--- config.mk ---
export PLATFORM = sky130hd
export DESIGN_NAME = wb_commit_stage
export DESIGN_NICKNAME = d
export VERILOG_FILES = /design/src/rtl/wb_commit_pkg.sv /design/src/rtl/wb_commit_stage_load_align.sv /design/src/rtl/wb_commit_stage.sv
export SDC_FILE = /design/constraint.sdc
export NUM_CORES = 1
export LEC_CHECK = 0
export BUFFER_PORTS_ARGS = -buffer_cell sky130_fd_sc_hd__buf_2
export CAP_MARGIN = 10
export CORE_UTILIZATION = 41
export DETAILED_ROUTE_END_ITERATION = 8
export GPL_TIMING_DRIVEN = 0
export PLACE_DENSITY = 0.78
export SLEW_MARGIN = 20
export SYNTH_ARGS = -nofsm -noshare
export SYNTH_HDL_FRONTEND = slang
export SYNTH_SLANG_ARGS = --single-unit
--- constraint.sdc ---
create_clock -name clk -period 7.94 [get_ports clk]
set_clock_uncertainty 0.1 [all_clocks]
set_input_delay 0 -clock clk [delete_from_list [all_inputs] [get_ports clk]]
set_output_delay 0 -clock clk [all_outputs]
set_load 0.05 [all_outputs]
--- src/rtl/wb_commit_pkg.sv ---
// Shared types and constants for the writeback/commit stage.
package wb_commit_pkg;
  typedef enum logic [1:0] {TLB_NONE = 2'd0, TLB_RD = 2'd1, TLB_WR = 2'd2, TLB_FILL = 2'd3} tlb_op_e;
  typedef enum logic [1:0] {LD_B = 2'd0, LD_H = 2'd1, LD_W = 2'd2, LD_D = 2'd3} ld_size_e;
  typedef enum logic {S_IDLE = 1'b0, S_RD_WAIT = 1'b1} wb_state_e;

  localparam logic [5:0] ECODE_NONE = 6'd0;

  // Maximal-length Fibonacci tap masks, indexed by LFSR width.
  function automatic logic [5:0] lfsr_taps(input int w);
    case (w)
      2:       lfsr_taps = 6'b000011;
      3:       lfsr_taps = 6'b000110;
      4:       lfsr_taps = 6'b001100;
      5:       lfsr_taps = 6'b010100;
      6:       lfsr_taps = 6'b110000;
      default: lfsr_taps = 6'b000011;
    endcase
  endfunction
endpackage

--- src/rtl/wb_commit_stage_load_align.sv ---
// Combinational load lane select and zero/sign extension.
module wb_load_align
  import wb_commit_pkg::*;
#(
  parameter int XLEN = 32,
  localparam int OFFW = $clog2(XLEN/8)
) (
  input  logic [XLEN-1:0] data,
  input  logic [1:0]      size,
  input  logic            sign,
  input  logic [OFFW-1:0] off,
  output logic [XLEN-1:0] result
);
  logic [OFFW-1:0] aoff;
  logic [XLEN-1:0] sh;

  // Offset bits below the access size are dropped to keep the lane aligned.
  assign aoff = off & ~OFFW'((1 << size) - 1);
  assign sh   = data >> {aoff, 3'b000};

  always_comb begin
    result = sh;
    case (ld_size_e'(size))
      LD_B: result = sign ? XLEN'($signed(sh[7:0]))  : XLEN'(sh[7:0]);
      LD_H: result = sign ? XLEN'($signed(sh[15:0])) : XLEN'(sh[15:0]);
      LD_W: result = sign ? XLEN'($signed(sh[31:0])) : XLEN'(sh[31:0]);
      default: result = sh;
    endcase
  end
endmodule

--- src/rtl/wb_commit_stage.sv ---
// Writeback/commit stage: GPR write, exception commit, TLB sequencing, retire count.
module wb_commit_stage
  import wb_commit_pkg::*;
#(
  parameter int XLEN      = 32,
  parameter int TLBNUM    = 16,
  parameter int FILL_MODE = 0,
  localparam int OFFW = $clog2(XLEN/8),
  localparam int IW   = $clog2(TLBNUM)
) (
  input  logic            clk,
  input  logic            reset,
  input  logic            in_valid,
  output logic            in_ready,
  input  logic [XLEN-1:0] in_pc,
  input  logic [XLEN-1:0] in_result,
  input  logic [4:0]      in_dest,
  input  logic            in_gpr_we,
  input  logic            in_ld,
  input  logic [1:0]      in_ld_size,
  input  logic            in_ld_sign,
  input  logic [OFFW-1:0] in_ld_off,
  input  logic [XLEN-1:0] in_ld_data,
  input  logic [5:0]      in_ecode,
  input  logic            in_has_int,
  input  logic [1:0]      in_tlb_op,
  input  logic [IW-1:0]   csr_tlbidx_index,
  output logic            rf_we,
  output logic [4:0]      rf_waddr,
  output logic [XLEN-1:0] rf_wdata,
  output logic            ex_valid,
  output logic [5:0]      ex_ecode,
  output logic [XLEN-1:0] ex_pc,
  output logic [IW-1:0]   tlb_r_index,
  output logic            tlbrd_csr_we,
  output logic            tlb_we,
  output logic [IW-1:0]   tlb_w_index,
  output logic [63:0]     retired
);
  localparam logic [IW-1:0] TAPS     = IW'(lfsr_taps(IW));
  localparam logic [IW-1:0] FILL_RST = (FILL_MODE != 0) ? IW'(1) : '0;

  logic            wb_valid;
  wb_state_e       state;
  logic [XLEN-1:0] pc_q, result_q, ld_data_q, ld_ext;
  logic [4:0]      dest_q;
  logic            gpr_we_q, ld_q, ld_sign_q, has_int_q;
  logic [1:0]      ld_size_q;
  logic [OFFW-1:0] ld_off_q;
  logic [5:0]      ecode_q;
  tlb_op_e         tlb_op_q;
  logic [IW-1:0]   fill_idx;
  logic            exc, commit, capture, retire, fill_adv;

  assign exc = (ecode_q != ECODE_NONE) || has_int_q;
  // A clean TLBRD holds in IDLE for one cycle and commits from RD_WAIT.
  assign commit = !reset && wb_valid &&
                  ((state == S_IDLE && !(tlb_op_q == TLB_RD && !exc)) || state == S_RD_WAIT);
  assign in_ready = reset || !wb_valid || commit;
  assign capture  = in_valid && in_ready;
  assign retire   = commit && !exc;
  assign fill_adv = retire && tlb_op_q == TLB_FILL;

  assign rf_we        = retire && gpr_we_q;
  assign rf_waddr     = dest_q;
  assign rf_wdata     = ld_q ? ld_ext : result_q;
  assign ex_valid     = commit && exc;
  assign ex_ecode     = (ex_valid && !has_int_q) ? ecode_q : ECODE_NONE;
  assign ex_pc        = ex_valid ? pc_q : '0;
  assign tlb_we       = retire && (tlb_op_q == TLB_WR || tlb_op_q == TLB_FILL);
  assign tlbrd_csr_we = !reset && state == S_RD_WAIT;
  assign tlb_r_index  = csr_tlbidx_index;
  assign tlb_w_index  = (tlb_op_q == TLB_FILL) ? fill_idx : csr_tlbidx_index;

  wb_load_align #(.XLEN(XLEN)) u_align (
    .data(ld_data_q), .size(ld_size_q), .sign(ld_sign_q), .off(ld_off_q), .result(ld_ext)
  );

  always_ff @(posedge clk) begin
    if (reset) begin
      wb_valid <= 1'b0;
      state    <= S_IDLE;
    end else begin
      if (capture)     wb_valid <= 1'b1;
      else if (commit) wb_valid <= 1'b0;
      case (state)
        S_IDLE:    if (wb_valid && tlb_op_q == TLB_RD && !exc) state <= S_RD_WAIT;
        S_RD_WAIT: state <= S_IDLE;
        default:   state <= S_IDLE;
      endcase
    end
  end

  always_ff @(posedge clk) begin
    if (capture) begin
      pc_q      <= in_pc;
      result_q  <= in_result;
      dest_q    <= in_dest;
      gpr_we_q  <= in_gpr_we;
      ld_q      <= in_ld;
      ld_size_q <= in_ld_size;
      ld_sign_q <= in_ld_sign;
      ld_off_q  <= in_ld_off;
      ld_data_q <= in_ld_data;
      ecode_q   <= in_ecode;
      has_int_q <= in_has_int;
      tlb_op_q  <= tlb_op_e'(in_tlb_op);
    end
  end

  always_ff @(posedge clk) begin
    if (reset) begin
      fill_idx <= FILL_RST;
      retired  <= '0;
    end else begin
      if (retire) retired <= retired + 64'd1;
      if (fill_adv) begin
        if (FILL_MODE != 0) fill_idx <= {fill_idx[IW-2:0], ^(fill_idx & TAPS)};
        else                fill_idx <= fill_idx + IW'(1);
      end
    end
  end
endmodule

# Word level (Yosys, flattened, before mapping)
# Index checks and enable logic that the tools add are counted.
classes:
  add_sub_neg: 3
  eq_ne: 4
  n_shift: 2
  n_mux: 11
  n_bitwise: 3
  n_reduce_logical: 27
ops:
  columns: ["cell", "n"]
  rows:
  - ["32-bit two-way mux", 4]
  - ["64-bit by 1-bit adder with 64-bit output (second input constant)", 1]
  - ["32-bit case mux with 2 select lines", 1]
  - ["32-bit by 5-bit right shift with 32-bit output", 1]
  - ["1-bit logical AND", 14]
  - ["6-bit two-way mux", 1]
  - ["6-bit nonzero test", 1]
  - ["1-bit zero test", 5]
  - ["1-bit logical OR", 5]
  - ["4-bit by 1-bit adder with 4-bit output (second input constant)", 1]
  - ["2-bit by 1-bit equality test with 1-bit output (second input constant)", 2]
  - ["2-bit equality test (second input constant)", 2]
  - ["4-bit two-way mux", 1]
  - ["1-bit two-way mux", 3]
  - ["2-bit AND", 1]
  - ["2-bit zero test", 1]
  - ["2-bit inverter", 1]
  - ["1-bit case mux with 2 select lines", 1]
  - ["2-bit nonzero test", 1]
  - ["1-bit by 2-bit << shifter with 2-bit output (first input constant)", 1]
  - ["2-bit subtractor (second input constant)", 1]
  - ["1-bit inverter", 1]
totals:
  regBits: 187
  in_bits: 124
  output_inout_bits: 152
  wordCells: 66

# Depth between registers and ports, before layout
depth:
  depth_word: 11
  depth_mapped: 8
  mapped_depth_nobuf: 7

# By module
# Synthesis repeated with hierarchy kept, for this count alone.
hier_totals:
  hier_cells: 715
  area_unflattened_um2: 8314.2
modules_own_cells:
  columns: ["mod", "instances", "cells_each", "area_each_um2", "seq_area_each_um2"]
  rows:
  - ["wb_commit_stage", 1, 616, 7608.5, 4914.7]
  - ["wb_load_align", 1, 99, 705.7, 0.0]

# Worst setup path before layout
# OpenSTA, ideal clock, no wires.
synth_timing:
  kind: "register to register"
  start: "reg ecode_q[0]"
  end: "reg ecode_q[0], enable pin"
  setup_time_ns: 0.594
  arrival_time_ns: 6.024
  required_time_ns: 7.246
  setup_slack_ns: 1.222
  stages_incl_launch_ff: 6
  path_buffers: 0
  synth_period_minus_slack_ns: 6.718
  path_cell_list: "edfxtp_1 -> or3_1 -> nor3_1 -> nand2_1 -> inv_1 -> nor2_1"
synth_via:
  elab_chain_len: 10
synth_rtl:
  columns: ["item", "line_no", "source"]
  rows:
  - ["start, declared", "wb_commit_stage.sv:50", "logic [5:0] ecode_q;"]
  - ["start signal, assigned", "wb_commit_stage.sv:105", "ecode_q <= in_ecode;"]
  - ["6-bit nonzero test", "wb_commit_stage.sv:55", "assign exc = (ecode_q != ECODE_NONE) || has_int_q;"]
  - ["1-bit logical OR", "wb_commit_stage.sv:55", null]
  - ["1-bit zero test", "wb_commit_stage.sv:58", "((state == S_IDLE && !(tlb_op_q == TLB_RD && !exc)) || state == S_RD_WAIT);"]
  - ["1-bit logical AND", "wb_commit_stage.sv:58", null]
  - ["1-bit zero test", "wb_commit_stage.sv:58", null]
  - ["1-bit logical AND", "wb_commit_stage.sv:58", null]
  - ["1-bit logical OR", "wb_commit_stage.sv:58", null]
  - ["1-bit logical AND", "wb_commit_stage.sv:57", "assign commit = !reset && wb_valid &&"]
  - ["1-bit logical OR", "wb_commit_stage.sv:59", "assign in_ready = reset || !wb_valid || commit;"]
  - ["named net in_ready", "wb_commit_stage.sv:14", "output logic in_ready,"]
  - ["1-bit logical AND", "wb_commit_stage.sv:60", "assign capture = in_valid && in_ready;"]
  - ["named net capture", "wb_commit_stage.sv:53", "logic exc, commit, capture, retire, fill_adv;"]
# The timed path passes the listed nets, and every way through them passes these cells.
# A chain may end at the register's enable or synchronous reset.

# Worst setup path after layout
layout_timing:
  start: "reg ld_size_q[1]"
  end: "out rf_wdata[18]"
layout_via:
  elab_chain_len: 8
  elab_cells_between_ends: 11
  cone_classes: "1 x add/sub; 1 x eq/ne; 2 x shift; 4 x mux; 2 x bitwise; 1 x reduce/logical"
layout_rtl:
  columns: ["item", "line_no", "source"]
  rows:
  - ["start, declared", "wb_commit_stage.sv:48", "logic [1:0] ld_size_q;"]
  - ["start signal, assigned", "wb_commit_stage.sv:101", "ld_size_q <= in_ld_size;"]
  - ["1-bit by 2-bit << shifter with 2-bit output", "wb_commit_stage_load_align.sv:18", "assign aoff = off & ~OFFW'((1 << size) - 1);"]
  - ["2-bit subtractor", "wb_commit_stage_load_align.sv:18", null]
  - ["2-bit inverter", "wb_commit_stage_load_align.sv:18", null]
  - ["2-bit AND", "wb_commit_stage_load_align.sv:18", null]
  - ["32-bit by 5-bit right shift with 32-bit output", "wb_commit_stage_load_align.sv:19", "assign sh = data >> {aoff, 3'b000};"]
  - ["32-bit two-way mux (on tied branches)", "wb_commit_stage_load_align.sv:25, wb_commit_stage_load_align.sv:24", null]
  - ["32-bit case mux with 2 select lines (*)", "wb_commit_stage_load_align.sv:23", "case (ld_size_e'(size))"]
  - ["32-bit two-way mux (*)", "wb_commit_stage.sv:66", "assign rf_wdata = ld_q ? ld_ext : result_q;"]
  - ["end, declared", "wb_commit_stage.sv:30", "output logic [XLEN-1:0] rf_wdata,"]
# Every way passes the cells marked *; elsewhere a longest branch is shown, timed or not.

==> results_dict.tcl <==
set metrics [dict create \
    status "finished clean" \
    grt_pass1_vias 7546 \
    stdcell_area_um2 11820 \
    cts.htree.levels 4 \
    dpl_cell_area_um2 10040 \
    leakagePower_uw 0.004787 \
    grt_start_max_net_pins 28 \
    cp_slowest_cell "o31ai_2" \
    synth_enable_flop_cells 117 \
    ios 276 \
    endpoint_kind "primary output" \
    dieArea_um2 20650 \
    worstSetupStartpoint "ld_size_q[1]$_DFFE_PP_" \
    worstHoldPathCells 2 \
    power_frac_seq_pct 47.1 \
    crit_chain "or2_2 -> ha_1 -> nand2_1 -> mux4_2 -> o31ai_2 -> or2_2 -> clkbuf_1 -> o22a_1 -> buf_2" \
    clock_path_buffers 2 \
    setup_viol 0 \
    required_ns 7.84 \
    ant_nets 0 \
    holdBufCountCts 119 \
    critPathLaunchType "flip-flop" \
    worstMarginPinSlew_ns 0.9676 \
    timing.setup.tns_ns 0 \
    ys_seq_area_share_pct 59.71 \
    r2r_cells 7 \
    synthToLayoutAreaGrowth_pct 43.64 \
    cts_setup_buffers 0 \
    antenna_found_initial 0 \
    synth.avg_cell_area_um2 11.09 \
    slew_headroom_pct 35.00 \
    dp.final_hpwl_um 17150 \
    synth_cells 742 \
    hold_path.class "input pin to flip-flop" \
    ys_async_sr_fraction_pct 0 \
    vias 7627 \
    combPwrFrac_pct 16.9 \
    min_from "in_ecode[0]" \
    synth_area_um2 8232 \
    slowest_delay_ns 0.68 \
    cpLargestDelayFamily "compound AO/OA/AOI/OAI gates" \
    p_switching_uw 679.1 \
    syn_nets 869 \
    first_pass_iters 7 \
    r2r_slack_ns 4.63 \
    synth_largest_area_cell "edfxtp_1" \
    synth_area_leaders "edfxtp_1, dfxtp_1, nor2_1" \
    core_area_um2 19590 \
    r2r_start "ecode_q[3]$_DFFE_PP_" \
    die_y_um 143.7 \
    p_int_uw 1670 \
    yosysTopAreaCellShare_pct 42.68 \
    viasPerCell 5.308 \
    synth-seq-cells 187 \
    detail_route.wl_per_cell_um 17.94 \
    clk_latency_ns 0.43 \
    pwr_density_cell_nw_per_um2 198.7 \
    drive_above_1_share_pct 29.78 \
    yosys_warnings 0 \
    route.detailed.drc 0 \
    setup.worst_path.class "flip-flop to primary output" \
    reg2reg_to "retired[48]$_SDFFE_PP0P_" \
    grt_pass1_wl_um 38830 \
    maxCapViolCount 0 \
    track_usage_pct 24.78 \
    die_w_um 143.7 \
    wl_um 25780 \
    switching_share_pct 28.91 \
    critical_path_arrival_ns 4.29 \
    period_minus_slack_ns 4.386 \
    crit_fanout 10 \
    fin_crit_sh_pct 55.24 \
    cp.buffers_inverters 2 \
    synth_ff_type "edfxtp_1" \
    drt_iter0_markers 483 \
    rsz0062_at_grt "false" \
    finalHoldViolCount 0 \
    initial_core_util_pct 42.02 \
    cts_buffers 17 \
    synth_most_common_cell "edfxtp_1" \
    routabilityCongestion 0.9429 \
    tritoncts "built" \
    fmax_mhz 228.0 \
    vdd_drop_max_mv 0.1253 \
    critical_path.most_common_cell "or2_2" \
    cts_resized 0 \
    io_buffer_count 275 \
    drv_slew 0 \
    placementRows 51 \
    synth_cell_types 43 \
    clkTransAtPathRegs_ns 0.07 \
    cts.sink_count 187 \
    p_clk_share_pct 36.0 \
    antennaDiodeCount 0 \
    min_to "ecode_q[0]$_DFFE_PP_" \
    nets 1286 \
    root_buffer "clkbuf_16" \
    grt.overflow.total 0 \
    synth_common_cells "edfxtp_1, nor2_1, dfxtp_1, nand2_1, a21oi_1" \
]
[sequential cells by signal, summed over array words and instances, names as in the netlist, 2 cells and up]
signal and flops:
ld_off_q 2, fill_idx 4, rf_waddr 5, pc_q 32, result_q 32, ld_data_q 32, retired 64, ld_size_q 2
tlb_op_q 2, ecode_q 6
[kinds of logic after synthesis]
logic type | after synthesis | synth area share (%)
AO/OA/AOI/OAI | 120 | 8.846
flip-flops | 187 | 59.71
buffers and inverters | 57 | 2.888
multiplexers | 39 | 5.214
AND/OR/NAND/NOR | 312 | 20.34
adder cells (fa/ha/maj) | 3 | 0.4560
XOR/XNOR | 24 | 2.554
[how the worst max path moves through the flow]
stage / end / slack (ns) / cells past startpoint
3_3_place_gp: result_q[21]$_DFFE_PP_ / -0.77 / 5
5_1_grt: rf_wdata[18] / 3.41 / 9
2_1_floorplan: ecode_q[0]$_DFFE_PP_ / 1.22 / 5
6_report: rf_wdata[18] / 3.55 / 9
3_5_place_dp: rf_wdata[18] / 3.84 / 9
4_1_cts: rf_wdata[18] / 3.36 / 9
[per-stage QoR]
step / utilization, % / cells / setup WS (ns) / total power (µW) / hold slack, ns
final: 60.36 / 1437 / 3.554 / 2349 / 0.1733
after global routing: 60.36 / 1437 / 3.410 / 2424 / 0.1652
after CTS: 60.33 / 1437 / 3.362 / 2350 / 0.1598
after detailed placement: 51.26 / 1286 / 3.842 / 1461 / 0.07808
after global placement: 50.74 / 1282 / -0.7693 / 1455 / 0.07667
after floorplan: - / 742 / 1.222 / 1356 / -0.001131
[power by group through the flow]
stage | logic (µW) | registers (µW) | clock network (µW)
after CTS | 384 | 1100 | 861
after global placement | 324 | 1130 | 0
after floorplan | 226 | 1130 | 0
final | 396 | 1110 | 846
after detailed placement | 334 | 1130 | 0
after global routing | 417 | 1110 | 895
[worst reg2reg max path, stage by stage (launching register included)]
cell and delay (ns):
edfxtp_1 0.39, or4_4 0.55, buf_6 0.15, nor3_1 0.69, nand4_1 0.31, clkbuf_1 0.34
or4_1 0.56, a21oi_1 0.14
[placed cells by master (no fill, tap or decap), types with 3 or more instances in the layout]
cell type	instances
mux2i_1	17
or4_1	15
nand3_1	14
clkbuf_1	30
buf_4	4
nor3_1	10
and2_1	41
dlygate4sd3_1	119
nand4_1	37
o31ai_1	10
nor2_1	70
nor2b_1	6
o22a_1	16
mux2_2	21
and3_1	5
edfxtp_1	117
dfxtp_1	70
a2bb2oi_1	7
or3_1	31
o21ai_0	35
buf_2	275
ha_1	3
xnor2_1	12
a21oi_1	47
clkinv_4	5
xor2_1	12
nor4_1	11
clkbuf_16	17
or2_2	4
inv_8	3
nand2_1	51
nand2b_1	4
inv_1	20
[layer usage]
metal / global-route usage [%] / vias up / share of wire [%]
li1: - / 3580 / -
met1: 27.67 / 3597 / 39
met2: 42.67 / 389 / 49
met3: 8.331 / 61 / 9.5
met4: 11.25 / 0 / 3.0
met5: 0 / - / 0
[final cells by class]
class | count | area (µm²)
plain buffers | 37 | 162.7
clock inverters | 15 | 160.2
clock buffers | 17 | 425.4
repair buffers | 398 | 2663
inverters | 20 | 75.07
flip-flops and latches | 187 | 4915
multi-input cells | 498 | 3092
fillers | 1551 | 7766
well taps | 265 | 331.6
Note: power is estimated with default switching activity, not from simulation.
